## config.mk

```make
export PLATFORM = sky130hd
export DESIGN_NAME = iqmap_seq_ctrl
export DESIGN_NICKNAME = d
export VERILOG_FILES = /design/src/rtl/iqmap_seq_ctrl.sv
export SDC_FILE = /design/constraint.sdc
export NUM_CORES = 1
export LEC_CHECK = 0
export CELL_PAD_IN_SITES_DETAIL_PLACEMENT = 0
export CELL_PAD_IN_SITES_GLOBAL_PLACEMENT = 1
export CORE_ASPECT_RATIO = 1.75
export CORE_MARGIN = 10
export CORE_UTILIZATION = 34
export CTS_CLUSTER_DIAMETER = 120
export DETAILED_ROUTE_END_ITERATION = 10
export PLACE_DENSITY_LB_ADDON = 0.1
export SETUP_SLACK_MARGIN = 0.2
export SYNTH_ARGS = -nofsm -noshare
export SYNTH_HDL_FRONTEND = slang
export SYNTH_SLANG_ARGS = --single-unit
```

## constraint.sdc

```tcl
create_clock -name CLK -period 1.9 [get_ports CLK]
set_input_delay 0.19 -clock CLK [delete_from_list [all_inputs] [get_ports CLK]]
set_output_delay 0.19 -clock CLK [all_outputs]
set_load 0.05 [all_outputs]
```

## src/rtl/iqmap_seq_ctrl.sv

```systemverilog
// Frame sequencer feeding a BPSK mapper: pops 128-bit words from a FIFO
// and emits them one bit per symbol-rate enable, LSB first.
module iqmap_seq_ctrl #(
  parameter int FRAME_WORDS = 4
) (
  input  logic         CLK,
  input  logic         RST,
  input  logic         start,
  input  logic         abort,
  input  logic         ce,
  input  logic         fifo_empty,
  input  logic [127:0] fifo_data,
  output logic         fifo_rd_en,
  output logic         load,
  output logic         bit_out,
  output logic         bit_valid,
  output logic [6:0]   bit_idx,
  output logic         busy,
  output logic         done,
  output logic         underrun
);

  localparam logic [2:0] S_IDLE  = 3'd0;
  localparam logic [2:0] S_FETCH = 3'd1;
  localparam logic [2:0] S_WAIT  = 3'd2;
  localparam logic [2:0] S_LOAD  = 3'd3;
  localparam logic [2:0] S_SHIFT = 3'd4;
  localparam logic [2:0] S_DONE  = 3'd5;

  localparam logic [7:0] FW = 8'(FRAME_WORDS);

  logic [2:0]   state;
  logic [2:0]   state_nx;
  logic [7:0]   words;
  logic [6:0]   idx;
  logic [127:0] word;
  logic         last;

  assign last       = ce && (idx == 7'd127);
  assign fifo_rd_en = (state == S_FETCH) && !fifo_empty;
  assign load       = (state == S_LOAD);
  assign busy       = (state != S_IDLE);
  assign done       = (state == S_DONE);

  always_comb begin
    state_nx = state;
    unique case (state)
      S_IDLE:  if (start) state_nx = S_FETCH;
      S_FETCH: if (!fifo_empty) state_nx = S_WAIT;
      S_WAIT:  state_nx = S_LOAD;
      S_LOAD:  state_nx = S_SHIFT;
      S_SHIFT: if (last) state_nx = (words == 8'd1) ? S_DONE : S_FETCH;
      S_DONE:  state_nx = S_IDLE;
      default: state_nx = S_IDLE;
    endcase
    if (abort) state_nx = S_IDLE;
  end

  always_ff @(posedge CLK) begin
    if (!RST) begin
      state     <= S_IDLE;
      words     <= 8'd0;
      idx       <= 7'd0;
      word      <= '0;
      bit_out   <= 1'b0;
      bit_valid <= 1'b0;
      bit_idx   <= 7'd0;
      underrun  <= 1'b0;
    end else begin
      state     <= state_nx;
      bit_valid <= 1'b0;
      if (state == S_IDLE && start && !abort) begin
        words    <= FW;
        underrun <= 1'b0;
      end
      // only a starved word after the first counts as an underrun
      if (state == S_FETCH && fifo_empty && !abort && words != FW)
        underrun <= 1'b1;
      if (state == S_LOAD) begin
        word <= fifo_data;
        idx  <= 7'd0;
      end
      if (state == S_SHIFT && ce && !abort) begin
        bit_valid <= 1'b1;
        bit_out   <= word[idx];
        bit_idx   <= idx;
        idx       <= idx + 7'd1;
        if (idx == 7'd127) words <= words - 8'd1;
      end
    end
  end

endmodule

```

==> impl_metrics.json <==
{
  "rr_startpoint": "idx[0]$_SDFFE_PN0P_",
  "worstPathCellList": "buf_12, buf_12, buf_4, mux4_2, mux2i_1, a21oi_1, a31oi_1, a31oi_1",
  "slew_viol_final": 0,
  "grtUsageMet2_pct": 29.4,
  "avgSynthCellArea_sq_um": 8.15,
  "ys_warn_count": 0,
  "drtAntennaViolNets": 0,
  "htreeDepth": 4,
  "gr-total-overflow": 0,
  "crit_slowest_cell": "mux4_2",
  "grt.total_usage_pct": 15.8,
  "ios": 148,
  "pre_cts_ws_ns": -0.177,
  "clockRootBuffer": "clkbuf_16",
  "fp.dieArea_sq_um": 26400,
  "finalWirelength_um": 21300,
  "start_util_pct": 34.7,
  "rsz0062_at_grt": "yes",
  "port_buffers": 147,
  "cp_max_fo": 5,
  "end_kind": "flop",
  "grt_max_degree": 69,
  "fillers": 1926,
  "p_leak_nw": 3.27,
  "grt_pass1_wl_um": 33900,
  "grt_pass1_vias": 6705,
  "final_cell_mix": "nand2_1 (281), dfxtp_1 (151), a21oi_1 (148)",
  "min_period_ns": 1.94,
  "final_common_cell": "nand2_1",
  "antenna_found_initial": 0,
  "ff2ff_setup_slack_ns": -0.04,
  "grt.busiest_layer": "met2",
  "fin_crit_sh_pct": 102,
  "ys_async_sr_fraction_pct": 0,
  "finClkSkew_ns": 0.0238,
  "drive_gt1_share_pct": 15.4,
  "r2r_end": "bit_out$_SDFFE_PN0P_",
  "synth_top_area_cell": "dfxtp_1",
  "use_met3_pct": 3.30,
  "wl_per_cell_um": 17.0,
  "antenna_cells": 0,
  "syn_nets": 977,
  "fin_cells": 1251,
  "ys_types": 47,
  "core_sq_um": 19700,
  "final_nets": 1131,
  "synthToLayoutAreaGrowth_pct": 43.2,
  "fin_ws_ns": -0.0439,
  "routed_via_density": 5.08,
  "vdd.ir_drop.worst_mv": 0.422,
  "die_width_um": 127,
  "max-cap-violations": 0,
  "cts_tree": "done",
  "endpoint": "bit_out$_SDFFE_PN0P_",
  "arrival_ns": 2.25,
  "dr_total_vias": 6355,
  "grt_util_met1_pct": 16.6,
  "hold_path_class": "input port to flop",
  "violations": "setup timing",
  "dp_cells": 1209,
  "drtPass1Iterations": 7,
  "cts_made_buffers": 17,
  "status": "finished with violations",
  "cellPowerDensity_nw_per_um2": 713,
  "yosys_register_bits": 156,
  "hold_buffers": 0,
  "syn_area_sq_um": 6840,
  "cp_slowest_stage_delay_ns": 0.48,
  "synth_top_area_share_pct": 45.6,
  "synthTopCellsByArea": "dfxtp_1 (46%), nand2_1 (15%), a21oi_1 (11%)",
  "crit_start": "idx[0]$_SDFFE_PN0P_",
  "reg2reg_depth": 8,
  "clk_pin_slew_ns": 0.07,
  "worst_pin_slew_ns": 0.639,
  "synthesis.instances": 839,
  "clock-sinks": 156,
  "hold_violations": 0,
  "synth_edf_count": 0,
  "gp_congestion": 0.822,
  "die_h_um": 208,
  "setup_viol": 1,
  "drt_iter0_drc": 266,
  "cp-start-kind": "flop",
  "synth-main-ff-cell": "dfxtp_1",
  "drcViolationCount": 0,
  "power_mw": 6.99,
  "yosysSeqAreaShare_pct": 45.6,
  "insertion_delay_ns": 0.43,
  "critPathKind": "flop to flop",
  "num_rows": 68,
  "relSlewSlack_pct": 57.0,
  "cp.required_ns": 2.21,
  "hpwlAfterDp_um": 15200,
  "clk_path_buf_depth": 2,
  "max_freq_mhz": 514,
  "setup_tns_ns": -0.0439
}
repair_timing:
| action | in CTS | in global routing |
|---|---|---|
| gates resized for setup | 39 | 51 |
| buffers inserted | 5 | 3 |
| cloned | 2 | 0 |
| setup endpoints to repair | 27 | 16 |
| pin swaps | 7 | 18 |
| hold endpoints to repair | 0 | 0 |
sequential cells by signal, indices dropped and copies added, names as in the netlist:
signal	cells
underrun	1
state	3
words	8
idx	7
word	128
bit_idx	7
bit_valid	1
bit_out	1
cells by family after synthesis:
family | Yosys count | share of synthesized area, %
AO/OA/AOI/OAI | 192 | 15.1
buffers and inverters | 71 | 4.55
AND/OR/NAND/NOR | 368 | 22.0
flip-flops | 156 | 45.6
adder cells (fa/ha/maj) | 4 | 0.732
multiplexers | 48 | 12.0
area by class of cell:
class                      instances  area [sq um]  area share, %
clock buffer                      18           439           4.48
clock inverter                    14           123           1.25
inverter                           7          36.3          0.370
multi-input combinational        612          3620           37.0
sequential                       156          3140           32.0
tap                              245           307           3.13
timing repair buffer             199          2130           21.8
Yosys cell counts (3+ instances only):
cell type  instances
nand3b_1           5
o21ai_0           10
mux4_2            15
buf_2             14
a31oi_1            9
ha_1               4
mux4_1             9
nor2_1            34
inv_1              6
nand4_1            3
clkbuf_1          45
and2_1             4
nand3_1           14
nand2b_1           3
nor2b_1            8
nand2_1          282
nor3_1             5
mux2i_1           20
dfxtp_1          156
a211oi_1           4
a21oi_1          155
mux2_2             4
where the power goes:
group | internal (mW) | switching, mW | total, mW
clock network | 1.76 | 1.51 | 3.27
logic | 0.294 | 0.147 | 0.441
registers | 3.27 | 0.00767 | 3.28
critical path: cells and delay by family (launching register included):
family	cells	cell delay (ns)
flops	1	0.41
compound gates	3	0.46
buf+inv	3	0.32
mux	2	0.65
metrics by stage:
step / instance area (sq um) / util [%] / hold slack (ns)
2_1_floorplan: 6850 / - / 0.326
3_3_place_gp: 8800 / 44.6 / 0.433
3_5_place_dp: 8800 / 44.6 / 0.444
4_1_cts: 9580 / 48.5 / 0.289
5_1_grt: 9800 / 49.6 / 0.290
6_report: 9800 / 49.6 / 0.297
worst min path at each step:
stage,start,to,slack [ns],cells after the start
floorplan,fifo_data[0],word[0]$_SDFFE_PN0P_,0.33,2
global placement,words[6]$_SDFF_PN0_,words[6]$_SDFF_PN0_,0.43,1
detailed placement,word[56]$_SDFFE_PN0P_,word[56]$_SDFFE_PN0P_,0.44,2
CTS,fifo_data[49],word[49]$_SDFFE_PN0P_,0.29,3
global route,fifo_data[41],word[41]$_SDFFE_PN0P_,0.29,3
finish,fifo_data[49],word[49]$_SDFFE_PN0P_,0.30,3
per-layer routing:
metal	routed length, um	share of wire [%]
met1	8420	39
met2	11700	55
met3	741	3.5
met4	507	2.4
met5	0	0
No activity file was read; power rests on OpenSTA's default activity.
